`config.mk`:
```
export PLATFORM = sky130hd
export DESIGN_NAME = procyon_mdu_flat
export DESIGN_NICKNAME = d
export VERILOG_FILES = /design/src/rtl/procyon_mdu_pkg.sv /design/src/rtl/procyon_mdu_if.sv /design/src/rtl/procyon_mdu_datapath.sv /design/src/rtl/procyon_mdu.sv /design/src/flat_wrapper.sv
export SDC_FILE = /design/constraint.sdc
export NUM_CORES = 1
export LEC_CHECK = 0
export CAP_MARGIN = 5
export CORE_ASPECT_RATIO = 0.75
export CORE_MARGIN = 4
export CORE_UTILIZATION = 30
export CTS_BUF_LIST = sky130_fd_sc_hd__clkbuf_2
export DETAILED_ROUTE_END_ITERATION = 8
export GPL_TIMING_DRIVEN = 0
export HOLD_SLACK_MARGIN = 0.15
export PLACE_DENSITY = 0.56
export SLEW_MARGIN = 20
export SYNTH_ARGS = -nofsm -noshare
export SYNTH_HDL_FRONTEND = slang
export SYNTH_SLANG_ARGS = --single-unit
export TNS_END_PERCENT = 50
```
`constraint.sdc`:
```
create_clock -name clk -period 5.39 [get_ports clk]
set_input_delay 1.078 -clock clk [delete_from_list [all_inputs] [get_ports clk]]
set_output_delay 1.078 -clock clk [all_outputs]
set_load 0.05 [all_outputs]
```
`src/rtl/procyon_mdu_pkg.sv`:
```
// Shared constants for the procyon multiply/divide unit: funct3 op
// encodings, FSM state type and the op-decode helper.
package procyon_mdu_pkg;

    typedef enum logic [2:0] {
        MDU_MUL    = 3'b000,
        MDU_MULH   = 3'b001,
        MDU_MULHSU = 3'b010,
        MDU_MULHU  = 3'b011,
        MDU_DIV    = 3'b100,
        MDU_DIVU   = 3'b101,
        MDU_REM    = 3'b110,
        MDU_REMU   = 3'b111
    } mdu_op_t;

    typedef enum logic {
        MDU_IDLE = 1'b0,
        MDU_BUSY = 1'b1
    } mdu_state_t;

    // Datapath control derived from funct3. sel_upper picks the high product
    // half for multiplies and the remainder for divides.
    typedef struct packed {
        logic is_div;
        logic a_signed;
        logic b_signed;
        logic sel_upper;
    } mdu_ctrl_t;

    localparam int FUNCT3_LSB = 12;

    function automatic mdu_ctrl_t mdu_decode(mdu_op_t op);
        mdu_ctrl_t ctrl;
        ctrl = '0;
        case (op)
            MDU_MUL:    ctrl = '{is_div: 1'b0, a_signed: 1'b0, b_signed: 1'b0, sel_upper: 1'b0};
            MDU_MULH:   ctrl = '{is_div: 1'b0, a_signed: 1'b1, b_signed: 1'b1, sel_upper: 1'b1};
            MDU_MULHSU: ctrl = '{is_div: 1'b0, a_signed: 1'b1, b_signed: 1'b0, sel_upper: 1'b1};
            MDU_MULHU:  ctrl = '{is_div: 1'b0, a_signed: 1'b0, b_signed: 1'b0, sel_upper: 1'b1};
            MDU_DIV:    ctrl = '{is_div: 1'b1, a_signed: 1'b1, b_signed: 1'b1, sel_upper: 1'b0};
            MDU_DIVU:   ctrl = '{is_div: 1'b1, a_signed: 1'b0, b_signed: 1'b0, sel_upper: 1'b0};
            MDU_REM:    ctrl = '{is_div: 1'b1, a_signed: 1'b1, b_signed: 1'b1, sel_upper: 1'b1};
            MDU_REMU:   ctrl = '{is_div: 1'b1, a_signed: 1'b0, b_signed: 1'b0, sel_upper: 1'b1};
            default:    ctrl = '0;
        endcase
        return ctrl;
    endfunction

endpackage

```
`src/rtl/procyon_mdu_if.sv`:
```
// Issue-port and CDB-lane bundle between a reservation station (master)
// and the multiply/divide unit (slave).
interface procyon_mdu_if
    import procyon_mdu_pkg::*;
#(
    parameter int DATA_WIDTH    = 32,
    parameter int ROB_IDX_WIDTH = 5
);

    logic                     fu_valid;
    logic [DATA_WIDTH-1:0]    fu_insn;
    logic [DATA_WIDTH-1:0]    fu_src_a;
    logic [DATA_WIDTH-1:0]    fu_src_b;
    logic [ROB_IDX_WIDTH-1:0] fu_tag;
    logic                     fu_stall;
    logic                     cdb_en;
    logic [DATA_WIDTH-1:0]    cdb_data;
    logic [ROB_IDX_WIDTH-1:0] cdb_tag;

    modport master (
        output fu_valid, fu_insn, fu_src_a, fu_src_b, fu_tag,
        input  fu_stall, cdb_en, cdb_data, cdb_tag
    );

    modport slave (
        input  fu_valid, fu_insn, fu_src_a, fu_src_b, fu_tag,
        output fu_stall, cdb_en, cdb_data, cdb_tag
    );

endinterface

```
`src/rtl/procyon_mdu_datapath.sv`:
```
// Iterative multiply/divide datapath: shift-add multiply on a 2W
// accumulator, restoring divide on a {remainder, quotient} pair, and the
// final sign fix-up. The result port reflects the value after the current
// step so it can be registered on the last iteration's edge.
module procyon_mdu_datapath
    import procyon_mdu_pkg::*;
#(
    parameter int DATA_WIDTH = 32
) (
    input  logic                  clk,
    input  logic                  rst,
    input  logic                  start,
    input  logic                  step,
    input  logic                  is_div,
    input  logic                  a_signed,
    input  logic                  b_signed,
    input  logic                  sel_upper,
    input  logic [DATA_WIDTH-1:0] src_a,
    input  logic [DATA_WIDTH-1:0] src_b,
    output logic [DATA_WIDTH-1:0] result
);

    localparam int W = DATA_WIDTH;

    logic [2*W-1:0] acc_q;
    logic [W-1:0]   opb_q;
    logic           is_div_q;
    logic           sel_upper_q;
    logic           neg_q;

    logic           sign_a, sign_b, b_zero, neg_start;
    logic [W-1:0]   mag_a, mag_b;
    logic [W:0]     mul_sum, div_shift, div_diff;
    logic [2*W-1:0] mul_next, div_next, acc_d, prod_fix;
    logic [W-1:0]   div_raw, div_fix;

    // Operand magnitudes and the sign the final result must carry. A zero
    // divisor leaves the all-ones quotient unsigned, and the remainder always
    // follows the dividend, which also makes the overflow case fall out.
    always_comb begin
        sign_a = a_signed & src_a[W-1];
        sign_b = b_signed & src_b[W-1];
        mag_a  = sign_a ? -src_a : src_a;
        mag_b  = sign_b ? -src_b : src_b;
        b_zero = (src_b == '0);
        if (!is_div)        neg_start = sign_a ^ sign_b;
        else if (sel_upper) neg_start = sign_a;
        else                neg_start = (sign_a ^ sign_b) & ~b_zero;
    end

    // One iteration of either algorithm plus the sign-corrected result taken
    // from the post-step value.
    always_comb begin
        mul_sum   = {1'b0, acc_q[2*W-1:W]} + (acc_q[0] ? {1'b0, opb_q} : '0);
        mul_next  = {mul_sum, acc_q[W-1:1]};
        div_shift = {acc_q[2*W-1:W], acc_q[W-1]};
        div_diff  = div_shift - {1'b0, opb_q};
        div_next  = div_diff[W] ? {div_shift[W-1:0], acc_q[W-2:0], 1'b0}
                                : {div_diff[W-1:0],  acc_q[W-2:0], 1'b1};
        acc_d     = is_div_q ? div_next : mul_next;
        prod_fix  = neg_q ? -acc_d : acc_d;
        div_raw   = sel_upper_q ? acc_d[2*W-1:W] : acc_d[W-1:0];
        div_fix   = neg_q ? -div_raw : div_raw;
        if (is_div_q)         result = div_fix;
        else if (sel_upper_q) result = prod_fix[2*W-1:W];
        else                  result = prod_fix[W-1:0];
    end

    // Load operands on start, otherwise advance one iteration per busy cycle.
    always_ff @(posedge clk) begin
        if (rst) begin
            acc_q       <= '0;
            opb_q       <= '0;
            is_div_q    <= 1'b0;
            sel_upper_q <= 1'b0;
            neg_q       <= 1'b0;
        end else if (start) begin
            acc_q       <= {{W{1'b0}}, (is_div ? mag_a : mag_b)};
            opb_q       <= is_div ? mag_b : mag_a;
            is_div_q    <= is_div;
            sel_upper_q <= sel_upper;
            neg_q       <= neg_start;
        end else if (step) begin
            acc_q <= acc_d;
        end
    end

endmodule

```
`src/rtl/procyon_mdu.sv`:
```
// Multiply/divide functional unit: issue handshake, IDLE/BUSY sequencing,
// flush handling and the registered CDB broadcast.
module procyon_mdu
    import procyon_mdu_pkg::*;
#(
    parameter int OPTN_DATA_WIDTH    = 32,
    parameter int OPTN_ROB_IDX_WIDTH = 5
) (
    input logic           clk,
    input logic           rst,
    input logic           i_flush,
    procyon_mdu_if.slave  bus
);

    localparam int                   CNT_WIDTH = $clog2(OPTN_DATA_WIDTH);
    localparam logic [CNT_WIDTH-1:0] LAST_ITER = CNT_WIDTH'(OPTN_DATA_WIDTH - 1);

    mdu_state_t                    state_q, state_d;
    logic [CNT_WIDTH-1:0]          count_q;
    logic [OPTN_ROB_IDX_WIDTH-1:0] tag_q;
    logic                          accept, finish, busy;
    mdu_op_t                       op;
    mdu_ctrl_t                     ctrl;
    logic [OPTN_DATA_WIDTH-1:0]    dp_result;
    logic                          insn_unused;

    assign op          = mdu_op_t'(bus.fu_insn[FUNCT3_LSB +: 3]);
    assign ctrl        = mdu_decode(op);
    assign insn_unused = ^{bus.fu_insn[OPTN_DATA_WIDTH-1:FUNCT3_LSB+3], bus.fu_insn[FUNCT3_LSB-1:0]};
    assign busy        = (state_q == MDU_BUSY);
    assign bus.fu_stall = busy;

    // Next-state logic: accept only when idle and not flushing; leave BUSY on
    // flush or after the last iteration, which is also the broadcast edge.
    always_comb begin
        state_d = state_q;
        accept  = 1'b0;
        finish  = 1'b0;
        case (state_q)
            MDU_IDLE: begin
                if (bus.fu_valid && !i_flush) begin
                    accept  = 1'b1;
                    state_d = MDU_BUSY;
                end
            end
            MDU_BUSY: begin
                if (i_flush) begin
                    state_d = MDU_IDLE;
                end else if (count_q == LAST_ITER) begin
                    finish  = 1'b1;
                    state_d = MDU_IDLE;
                end
            end
            default: state_d = MDU_IDLE;
        endcase
    end

    // State, iteration counter and captured destination tag.
    always_ff @(posedge clk) begin
        if (rst) begin
            state_q <= MDU_IDLE;
            count_q <= '0;
        end else begin
            state_q <= state_d;
            if (accept)    count_q <= '0;
            else if (busy) count_q <= count_q + CNT_WIDTH'(1);
        end
        if (accept) tag_q <= bus.fu_tag;
    end

    // CDB lane: a one-cycle pulse carrying the result of a completed op.
    always_ff @(posedge clk) begin
        if (rst) begin
            bus.cdb_en   <= 1'b0;
            bus.cdb_data <= '0;
            bus.cdb_tag  <= '0;
        end else begin
            bus.cdb_en <= finish;
            if (finish) begin
                bus.cdb_data <= dp_result;
                bus.cdb_tag  <= tag_q;
            end
        end
    end

    procyon_mdu_datapath #(
        .DATA_WIDTH (OPTN_DATA_WIDTH)
    ) datapath (
        .clk       (clk),
        .rst       (rst),
        .start     (accept),
        .step      (busy),
        .is_div    (ctrl.is_div),
        .a_signed  (ctrl.a_signed),
        .b_signed  (ctrl.b_signed),
        .sel_upper (ctrl.sel_upper),
        .src_a     (bus.fu_src_a),
        .src_b     (bus.fu_src_b),
        .result    (dp_result)
    );

endmodule
```
`src/flat_wrapper.sv`:
```
// flat-port wrapper written by rule: the top's interface ports become plain ports
module procyon_mdu_flat import procyon_mdu_pkg::*;
#(
    parameter int OPTN_DATA_WIDTH    = 32,
    parameter int OPTN_ROB_IDX_WIDTH = 5
)
  (clk, rst, i_flush, bus_fu_valid, bus_fu_insn, bus_fu_src_a, bus_fu_src_b, bus_fu_tag, bus_fu_stall, bus_cdb_en, bus_cdb_data, bus_cdb_tag);
  procyon_mdu_if bus_i ();
  input logic clk;
  input logic rst;
  input logic i_flush;
  input wire logic [$bits(bus_i.fu_valid)-1:0] bus_fu_valid;
  input wire logic [$bits(bus_i.fu_insn)-1:0] bus_fu_insn;
  input wire logic [$bits(bus_i.fu_src_a)-1:0] bus_fu_src_a;
  input wire logic [$bits(bus_i.fu_src_b)-1:0] bus_fu_src_b;
  input wire logic [$bits(bus_i.fu_tag)-1:0] bus_fu_tag;
  output wire logic [$bits(bus_i.fu_stall)-1:0] bus_fu_stall;
  output wire logic [$bits(bus_i.cdb_en)-1:0] bus_cdb_en;
  output wire logic [$bits(bus_i.cdb_data)-1:0] bus_cdb_data;
  output wire logic [$bits(bus_i.cdb_tag)-1:0] bus_cdb_tag;
  assign bus_i.fu_valid = bus_fu_valid;
  assign bus_i.fu_insn = bus_fu_insn;
  assign bus_i.fu_src_a = bus_fu_src_a;
  assign bus_i.fu_src_b = bus_fu_src_b;
  assign bus_i.fu_tag = bus_fu_tag;
  assign bus_fu_stall = bus_i.fu_stall;
  assign bus_cdb_en = bus_i.cdb_en;
  assign bus_cdb_data = bus_i.cdb_data;
  assign bus_cdb_tag = bus_i.cdb_tag;
  procyon_mdu #(.OPTN_DATA_WIDTH(OPTN_DATA_WIDTH), .OPTN_ROB_IDX_WIDTH(OPTN_ROB_IDX_WIDTH)) u_core (.clk(clk), .rst(rst), .i_flush(i_flush), .bus(bus_i));
endmodule
```
-- Word-level counts from Yosys, hierarchy flattened
Memory sizes are Yosys's and may differ from the RTL's.
Index checks and enable logic that the tools add are counted.
- word-level logic and storage cells: 56
- bits of input ports: 105
- output and inout bits: 39
- memories kept: 1
- register bits: 148
- ROM bits: 32
- memory list (memory ; words ; bits a word ; read ports ; clocked after memory_dff ; wr ports ; line ; source):
    (name not given) ; 8 ; 4 ; 1 ; 0 ; 0 ; procyon_mdu_pkg.sv:35 ; case (op)
- $add $sub $neg: 7
- eq/ne operators: 1
- muxes and demuxes: 24
- reductions and logical operators: 5
- bitwise logic cells: 6
- operators by type and width (operator ; number):
    $mux W32 ; 11
    $mux W64 ; 3
    $neg A32 Y32 ; 3
    $neg A64 Y64 ; 1
    $add A32 B32 Y33 ; 1
    $sub A33 B32 Y33 ; 1
    $logic_not A32 Y1 ; 1
    $mux W1 ; 9
    $add A5 B1 Y5 const B ; 1
    $eq A5 B5 Y1 const B ; 1
    $and A1 B1 Y1 ; 3
    $not A1 Y1 ; 2
    $pmux W1 S2 ; 1
    $reduce_bool A2 Y1 ; 1
    $reduce_or A2 Y1 ; 1
    $logic_and A1 B1 Y1 ; 1
    $logic_not A1 Y1 ; 1
    $xor A1 B1 Y1 ; 1

-- Longest topological paths before layout
- word-level depth: 7
- gate-level depth with buffers: 24
- depth with buffers taken out: 23

-- By module
A second synthesis with hierarchy kept.
- cell total of the unflattened synthesis: 2458
- area, all modules: 16930.0 um^2
- by module, submodules not included (module ; cells an instance ; area an instance (um^2) ; sequential area each (um^2) ; instances):
    procyon_mdu_datapath ; 2253 ; 15083.2 ; 1981.9 ; 1
    procyon_mdu ; 205 ; 1846.8 ; 1031.0 ; 1

-- Worst setup path before layout
No wires, ideal clock.
- kind: register -> register
- start point: register u_core.datapath.acc_q[31]
- end point: register u_core.bus.cdb_data[26]
- buffers on the path: 1
- clock period less this slack: 5.489 ns
- setup slack: -0.099 ns
- cell stages (with the launch flop): 25
- arrival time: 5.371 ns
- path through: dfxtp_1 > inv_1 > ha_1 > inv_1 > fa_1 > a211oi_2 > nor3_2 > o2111a_2 > o2111a_2 > buf_6 > o21ai_1 > o21ai_1 > clkinv_1 > ha_1 > or4b_1 > or3_1 > nor4_1 > nand2b_1 > a221oi_1 > o211ai_1 > or4_4 > nor4_1 > mux2i_1 > nand2_1 > a32o_1
- word-level cells in the longest chain between the ends: 7
- elaborated cells on any way between the ends: 10
- those cells by class: add/sub: 3; mux: 7
- RTL lines (item ; line ; source):
    start: declaration ; procyon_mdu_datapath.sv:25 ; logic [2*W-1:0] acc_q;
    start signal: assignment ; procyon_mdu_datapath.sv:78 ; acc_q <= {{W{1'b0}}, (is_div ? mag_a : mag_b)};
    $sub A33 B32 Y33 ; procyon_mdu_datapath.sv:57 ; div_diff = div_shift - {1'b0, opb_q};
    $mux W64 ; procyon_mdu_datapath.sv:58 ; div_next = div_diff[W] ? {div_shift[W-1:0], acc_q[W-2:0], 1'b0}
    $mux W64 * ; procyon_mdu_datapath.sv:60 ; acc_d = is_div_q ? div_next : mul_next;
    $neg A64 Y64 / $mux W32 (equally long branches) ; procyon_mdu_datapath.sv:61, procyon_mdu_datapath.sv:62 ;
    $mux W64 / $neg A32 Y32 (equally long branches) ; procyon_mdu_datapath.sv:61, procyon_mdu_datapath.sv:63 ;
    $mux W32, on equally long branches ; procyon_mdu_datapath.sv:65, procyon_mdu_datapath.sv:63 ;
    $mux W32 * ; procyon_mdu_datapath.sv:64 ; if (is_div_q) result = div_fix;
    end signal: assignment ; procyon_mdu.sv:80 ; bus.cdb_data <= dp_result;
    end: declaration ; procyon_mdu_if.sv:27 ; output fu_stall, cdb_en, cdb_data, cdb_tag
Every way passes the cells marked *; elsewhere a longest branch is shown, timed or not.
A chain may end at the register's enable or synchronous reset.

-- Worst setup path in the final report
- start point: register u_core.datapath.acc_q[48]
- end point: register u_core.bus.cdb_data[26]
The elaborated chain is that of the path after synthesis.

==> reports/metrics.cfg <==
[logic_synthesis]
async_reset_ff_share_pct=0
synth-edff-count=5
yosysTopAreaCell=dfxtp_1
syn_area_um2=16600
netlist_instances=2372
syn_area_per_cell_um2=7.01
synth_nets=2551
yosys_warnings=0
ys_ff_latch=148
netlist.area_leader.share_pct=17.2
ys.flop_type=dfxtp_1
synth_area_leaders=dfxtp_1, a21oi_1, nand2_1
seq_area_frac_synth_pct=18.1
ys_types=101

[setup_path]
critPathArrivalTime_ps=6780
start_kind=flop
crit_required_ps=6220
end_kind=flop
cp_max_fo=9
worstSetupPathType=flop to flop

[grt]
grt_pass1_vias=18595
grt_pass1_wl_um=134000
grt_max_degree=20
grt_antenna_before_repair=5
grt_overflow=0
grt_usage_pct=31.0

[clocking]
cts_made_buffers=17
htreeDepth=4
clock_latency_ps=930
cts_tree=done
cts_sinks=148
cts.clk_slew.worst_paths_ps=340
clk_path_buf_depth=2
cts_root_buffer=clkbuf_2

[timing]
post-route-min-period_ps=5960
fmax_ghz=0.168
hold_violations=0
clock_skew_ps=110
grt_setup_unrepaired=yes
tightest_slew_ps=1120
relSlewSlack_pct=23.1
fin_ws_ps=-568
setup_violations=25
post-route-period-util_pct=111
finalMaxSlewViolations=0

[layout]
final_util_pct=36.5
area_growth_pct=20.0
fin_nets=2717
drive_above_1_share_pct=10.4

[detailed_routing]
first_pass_iters=8
met1_length_um=43500
wl_per_cell_um=29.4
drc=0
via_per_inst=6.24
antenna_left=0
drt_wl_total_um=96200
top_layer_used=met5
dr_wl_met3_um=12100
met2_length_um=36100
num_vias=20433
drt_iter0_markers=2674

[floorplan]
die_x_um=280
coreArea_um2=54600
die_area_um2=59300
io_pins=144
die_h_um=212
start_util_pct=30.4
rows=74

[pwr]
p_leak_uw=0.00738
power_uw=4130
ir_drop_uv=114
power_density_nw_per_um2=207

[status]
violations=negative setup slack
outcome=complete, but fails checks

[hold_path]
hp-class=flop to flop

[run]
cap_violations=0

[placed_design]
port_buffers=112
place_ws_ps=-2280
routabilityCongestion=1.07
dp_hpwl_um=78600

[area by class of cell]
type                            instances  area, µm²
Fill cell                            5903      34700
Inverter                               76        298
Tap cell                              722        903
Sequential cell                       148       3030
Buffer                                153        703
Clock inverter                         12        106
Timing Repair Buffer                  149       1440
Antenna cell                            4       10.0
Clock buffer                           20        100
Multi-Input combinational cell       1993      13400
[power breakdown]
group | leakage [µW] | switching, µW | internal [µW] | total, µW
combinational | 0.00604 | 1550 | 684 | 2230
clock | 0.000131 | 494 | 175 | 669
sequential | 0.00121 | 76.9 | 1150 | 1220
[flip-flops by register name, summed over array words and instances, names as in the netlist]
signal / count
u_core.datapath.acc_q: 64
u_core.bus.cdb_data: 32
u_core.datapath.opb_q: 32
u_core.bus.cdb_tag: 5
u_core.count_q: 5
u_core.tag_q: 5
u_core.bus.cdb_en: 1
u_core.bus.fu_stall: 1
u_core.datapath.is_div_q: 1
u_core.datapath.neg_q: 1
u_core.datapath.sel_upper_q: 1
[worst max-delay path, cell delays in order, from the launching register on]
cell and delay, ps:
dfxtp_1 670, ha_1 310, buf_4 170, a21oi_2 200, o21ai_2 140, a211oi_4 370
o21ai_1 280, o21ai_4 290, o21ai_4 110, clkinv_4 70, ha_4 120, or4b_4 500
or3_4 380, nor4_4 190, nand2b_4 140, a221oi_4 230, o211ai_1 170, or4_4 530
buf_12 170, nor4_4 160, mux2i_1 220, nand2_1 110, a32o_1 300
[cell families after synthesis]
| logic type | share of synthesized area, % |
|---|---|
| AND/OR/NAND/NOR | 25.0 |
| AO/OA/AOI/OAI | 32.0 |
| buffers and inverters | 5.68 |
| XOR/XNOR | 8.53 |
| flip-flops | 18.1 |
| multiplexers | 5.00 |
| adder cells (fa/ha/maj) | 5.66 |
[layout by cell type, fill, tap and decap left out, drive strengths merged, types with 23 or more instances in the layout]
| cell type | count |
|---|---|
| a211oi | 72 |
| a21o | 36 |
| a21oi | 217 |
| a31oi | 33 |
| and2 | 57 |
| buf | 77 |
| clkbuf | 130 |
| clkdlybuf4s50 | 112 |
| dfxtp | 143 |
| ha | 72 |
| inv | 77 |
| mux2i | 64 |
| nand2 | 273 |
| nand3 | 44 |
| nand4 | 23 |
| nor2 | 250 |
| nor3 | 76 |
| nor4 | 25 |
| o211ai | 53 |
| o21ai | 170 |
| o31ai | 36 |
| or3 | 23 |
| xnor2 | 87 |
| xor2 | 75 |
[worst paths after layout]
| check | cells past startpoint | endpoint | slack [ps] | start |
|---|---|---|---|---|
| worst min-delay path | 2 | u_core.bus.cdb_tag[2] | 470 | u_core.bus.cdb_tag[2] |
| worst min register to register | 2 | u_core.bus.cdb_tag[2] | 470 | u_core.bus.cdb_tag[2] |
| worst max register to register | 22 | u_core.bus.cdb_data[26] | -570 | u_core.datapath.acc_q[48] |
| worst max-delay path | 22 | u_core.bus.cdb_data[26] | -570 | u_core.datapath.acc_q[48] |
[synthesized netlist by cell type (7+ instances only)]
| master | count |
|---|---|
| and3_1 | 12 |
| ha_1 | 72 |
| a22oi_1 | 14 |
| o21bai_1 | 10 |
| o41ai_1 | 7 |
| nor2_1 | 249 |
| a221o_1 | 8 |
| mux2i_1 | 64 |
| clkbuf_1 | 109 |
| nand2b_1 | 17 |
| a221oi_1 | 9 |
| a21o_1 | 36 |
| o21a_1 | 15 |
| buf_2 | 23 |
| nor3_1 | 75 |
| o31ai_1 | 34 |
| o211ai_1 | 52 |
| or2_2 | 10 |
| or4_1 | 15 |
| or3_1 | 23 |
| o2111ai_1 | 7 |
| nand4_1 | 23 |
| a2111oi_0 | 13 |
| xor2_1 | 75 |
| nand3_1 | 43 |
| nand3b_1 | 8 |
| a211o_1 | 11 |
| dfxtp_1 | 143 |
| xnor2_1 | 87 |
| inv_1 | 72 |
| and2_1 | 57 |
| nor4_1 | 24 |
| nand2_1 | 273 |
| a21oi_1 | 212 |
| o22ai_1 | 8 |
| a211oi_1 | 70 |
| o21ai_0 | 153 |
| nor3b_1 | 11 |
| o21ai_1 | 13 |
| mux2_2 | 15 |
| nor2b_1 | 13 |
| a311oi_1 | 9 |
| buf_1 | 15 |
| o31a_1 | 7 |
| a31oi_1 | 33 |
[per-stage QoR]
stage	std cells	area (µm²)	setup TNS (ps)	hold WS, ps
final	3277	20000	-7470	471
after global routing	3276	20000	-7960	492
after CTS	3275	19700	-7360	474
after detailed placement	3208	18700	-57240	451
after global placement	3206	18700	-58860	444
after floorplan	2372	16700	0	440
[what timing repair did]
item                                    4_1_cts  5_1_grt
gates resized for setup                     124       55
hold buffers                                  0        0
buffers inserted                             38        5
pin swaps                                    33       34
endpoints found under the setup margin       43       29
[routing by layer]
layer | global-route usage (%) | vias to the layer above
met5 | 1.04 | -
met4 | 11.3 | 2
met3 | 9.22 | 208
met2 | 41.5 | 1317
met1 | 45.9 | 9831
li1 | - | 9075
Note: power is estimated with default switching activity, not from simulation.
==> edit: new RTL, config.mk and constraints unchanged <==
Make the reset (`rst`) asynchronous in 2 clocked blocks.
--- a/src/rtl/procyon_mdu_datapath.sv
+++ b/src/rtl/procyon_mdu_datapath.sv
@@ -67,7 +67,7 @@
     end
 
     // Load operands on start, otherwise advance one iteration per busy cycle.
-    always_ff @(posedge clk) begin
+    always_ff @(posedge clk or posedge rst) begin
         if (rst) begin
             acc_q       <= '0;
             opb_q       <= '0;
--- a/src/rtl/procyon_mdu.sv
+++ b/src/rtl/procyon_mdu.sv
@@ -69,7 +69,7 @@
     end
 
     // CDB lane: a one-cycle pulse carrying the result of a completed op.
-    always_ff @(posedge clk) begin
+    always_ff @(posedge clk or posedge rst) begin
         if (rst) begin
             bus.cdb_en   <= 1'b0;
             bus.cdb_data <= '0;
Check against the original RTL: no difference found for any inputs over 10 cycles, from zero or initial values and one cycle with rst high; that may be too few to reach the edited logic, so the function may still have changed.
==> edit against the unedited design <==
Sequential cell count unchanged; critical path depth increased by 1; setup slack got worse by 0.69 ns; the run ends with DRC, setup timing left; area after synthesis increased by 4.4%; highest routed layer unchanged; wire length increased by 2.9%; final area increased by 4.2%; count of clock-buffer cells in the layout decreased by 3.
Power is not compared: it rests on default switching activity, and its combinational part moved more than twofold at a synthesized area within 25%.
==> edit: results (changes against the unedited design) <==
.. list-table::
   :header-rows: 1

   * - Metric
     - Value
   * - Delay of the slowest cell on the worst path
     - 0.51 ns (was 0.67 ns)
   * - Half-perimeter wire length after detailed placement
     - 81.2 mm (was 78.6 mm)
   * - Invs w/o clock
     - 74 (was 76)
   * - Global-route wire length before repair
     - 141 mm (was 134 mm)
   * - Number of search-and-repair iterations in the first detailed-routing pass
     - 7 (was 8)
   * - Clk tree area frac
     - 1.20% (was 1.03%)
   * - Async S/R FF share, synth
     - 92.6% (was 0%)
   * - Placement Setup Slack
     - -4.23 ns (was -2.28 ns)
   * - Reg2Reg Capture Point
     - u_core.bus.cdb_data[18] (was u_core.bus.cdb_data[26])
   * - Clock insertion delay at the later pin of the skew report
     - 0.99 ns (was 0.93 ns)
   * - Buffers on Ports
     - 113 (was 112)
   * - Minimum setup slack in the final design
     - -1.25 ns (was -0.568 ns)
   * - R2R depth
     - 23 (was 22)
   * - Total Negative Setup Slacks
     - -14.54 ns (was -7.47 ns)
   * - Adder-cell area share of the yosys netlist
     - 5.42% (was 5.66%)
   * - Violations in the final reports
     - DRC, setup timing (was setup timing)
   * - Slowest stage cell, crit path
     - sky130_fd_sc_hd__dfrtp_2 (was sky130_fd_sc_hd__dfxtp_1)
   * - Initial antenna violation count
     - 8 (was 5)
   * - Arrival time of the worst setup path
     - 7.49 ns (was 6.78 ns)
   * - Area fraction in compound gates after synthesis
     - 30.1% (was 32.0%)
   * - Count of multi-input gates
     - 1,956 (was 1,993)
   * - Repair and plain buffers
     - 308 (was 302)
   * - Sequential-to-total area share from yosys stat
     - 21.3% (was 18.1%)
   * - Synth area leaders
     - sky130_fd_sc_hd__dfrtp_1 (20%), sky130_fd_sc_hd__nand2_1 (6.1%), sky130_fd_sc_hd__o21ai_0 (5.4%) (was sky130_fd_sc_hd__dfxtp_1 (17%), sky130_fd_sc_hd__a21oi_1 (6.4%), sky130_fd_sc_hd__nand2_1 (6.2%))
   * - Layout Nets
     - 2,684 (was 2,717)
   * - Highest net fanout along the worst path
     - 10 (was 9)
   * - Worst min-delay path endpoint
     - u_core.bus.cdb_tag[3] (was u_core.bus.cdb_tag[2])
   * - Area of placed instances
     - 19,700 um^2 (was 18,700 um^2)
   * - Ratio of routed vias to standard cells
     - 6.13 (was 6.24)
   * - Final setup violation count
     - 19 (was 25)
   * - Final non-filler cell total
     - 3,299 (was 3,277)
   * - Status
     - finished, violations left (unchanged)
   * - Number of nets in the synthesized netlist
     - 2,514 (was 2,551)
   * - Post-CTS setup buffers
     - 33 (was 38)
   * - Top cells by count, synth
     - sky130_fd_sc_hd__nand2_1 (280), sky130_fd_sc_hd__nor2_1 (210), sky130_fd_sc_hd__o21ai_0 (188) (was sky130_fd_sc_hd__nand2_1 (273), sky130_fd_sc_hd__nor2_1 (249), sky130_fd_sc_hd__a21oi_1 (212))
   * - Share of final-layout standard cells stronger than drive strength 1
     - 11.4% (was 10.4%)
   * - DRC violations left
     - 1 (was 0)
[edit: changes by cell type in the layout (fill, tap and decap cells not counted), moves of 19 or more]
cell                       unedited run  this run
sky130_fd_sc_hd__dfxtp_1            135         6
sky130_fd_sc_hd__dfrtp_1              0       122
sky130_fd_sc_hd__o21ai_0            145       181
sky130_fd_sc_hd__nor2_1             243       208
sky130_fd_sc_hd__a211oi_1            63        30
sky130_fd_sc_hd__a21oi_1            206       179
sky130_fd_sc_hd__o211ai_1            52        31
sky130_fd_sc_hd__a22o_1               3        22
[edit: worst max-delay path, delay by kind of cell (launching register included)]
kind | cells | cell delay [ns]
compound gates | 4 | 0.54
flops | 1 | 0.51
fa+ha+maj | 1 | 0.17
simple gates | 10 | 2.88
buf+inv | 8 | 2.36
[edit: layer usage]
metal	GRT usage (%)	routed length, um	up-vias
met3	6.88	9300	177
met5	0	13	-
met1	45.2	45400	10007
li1	-	-	8982
met2	46.3	41000	1068
met4	8.97	3270	2
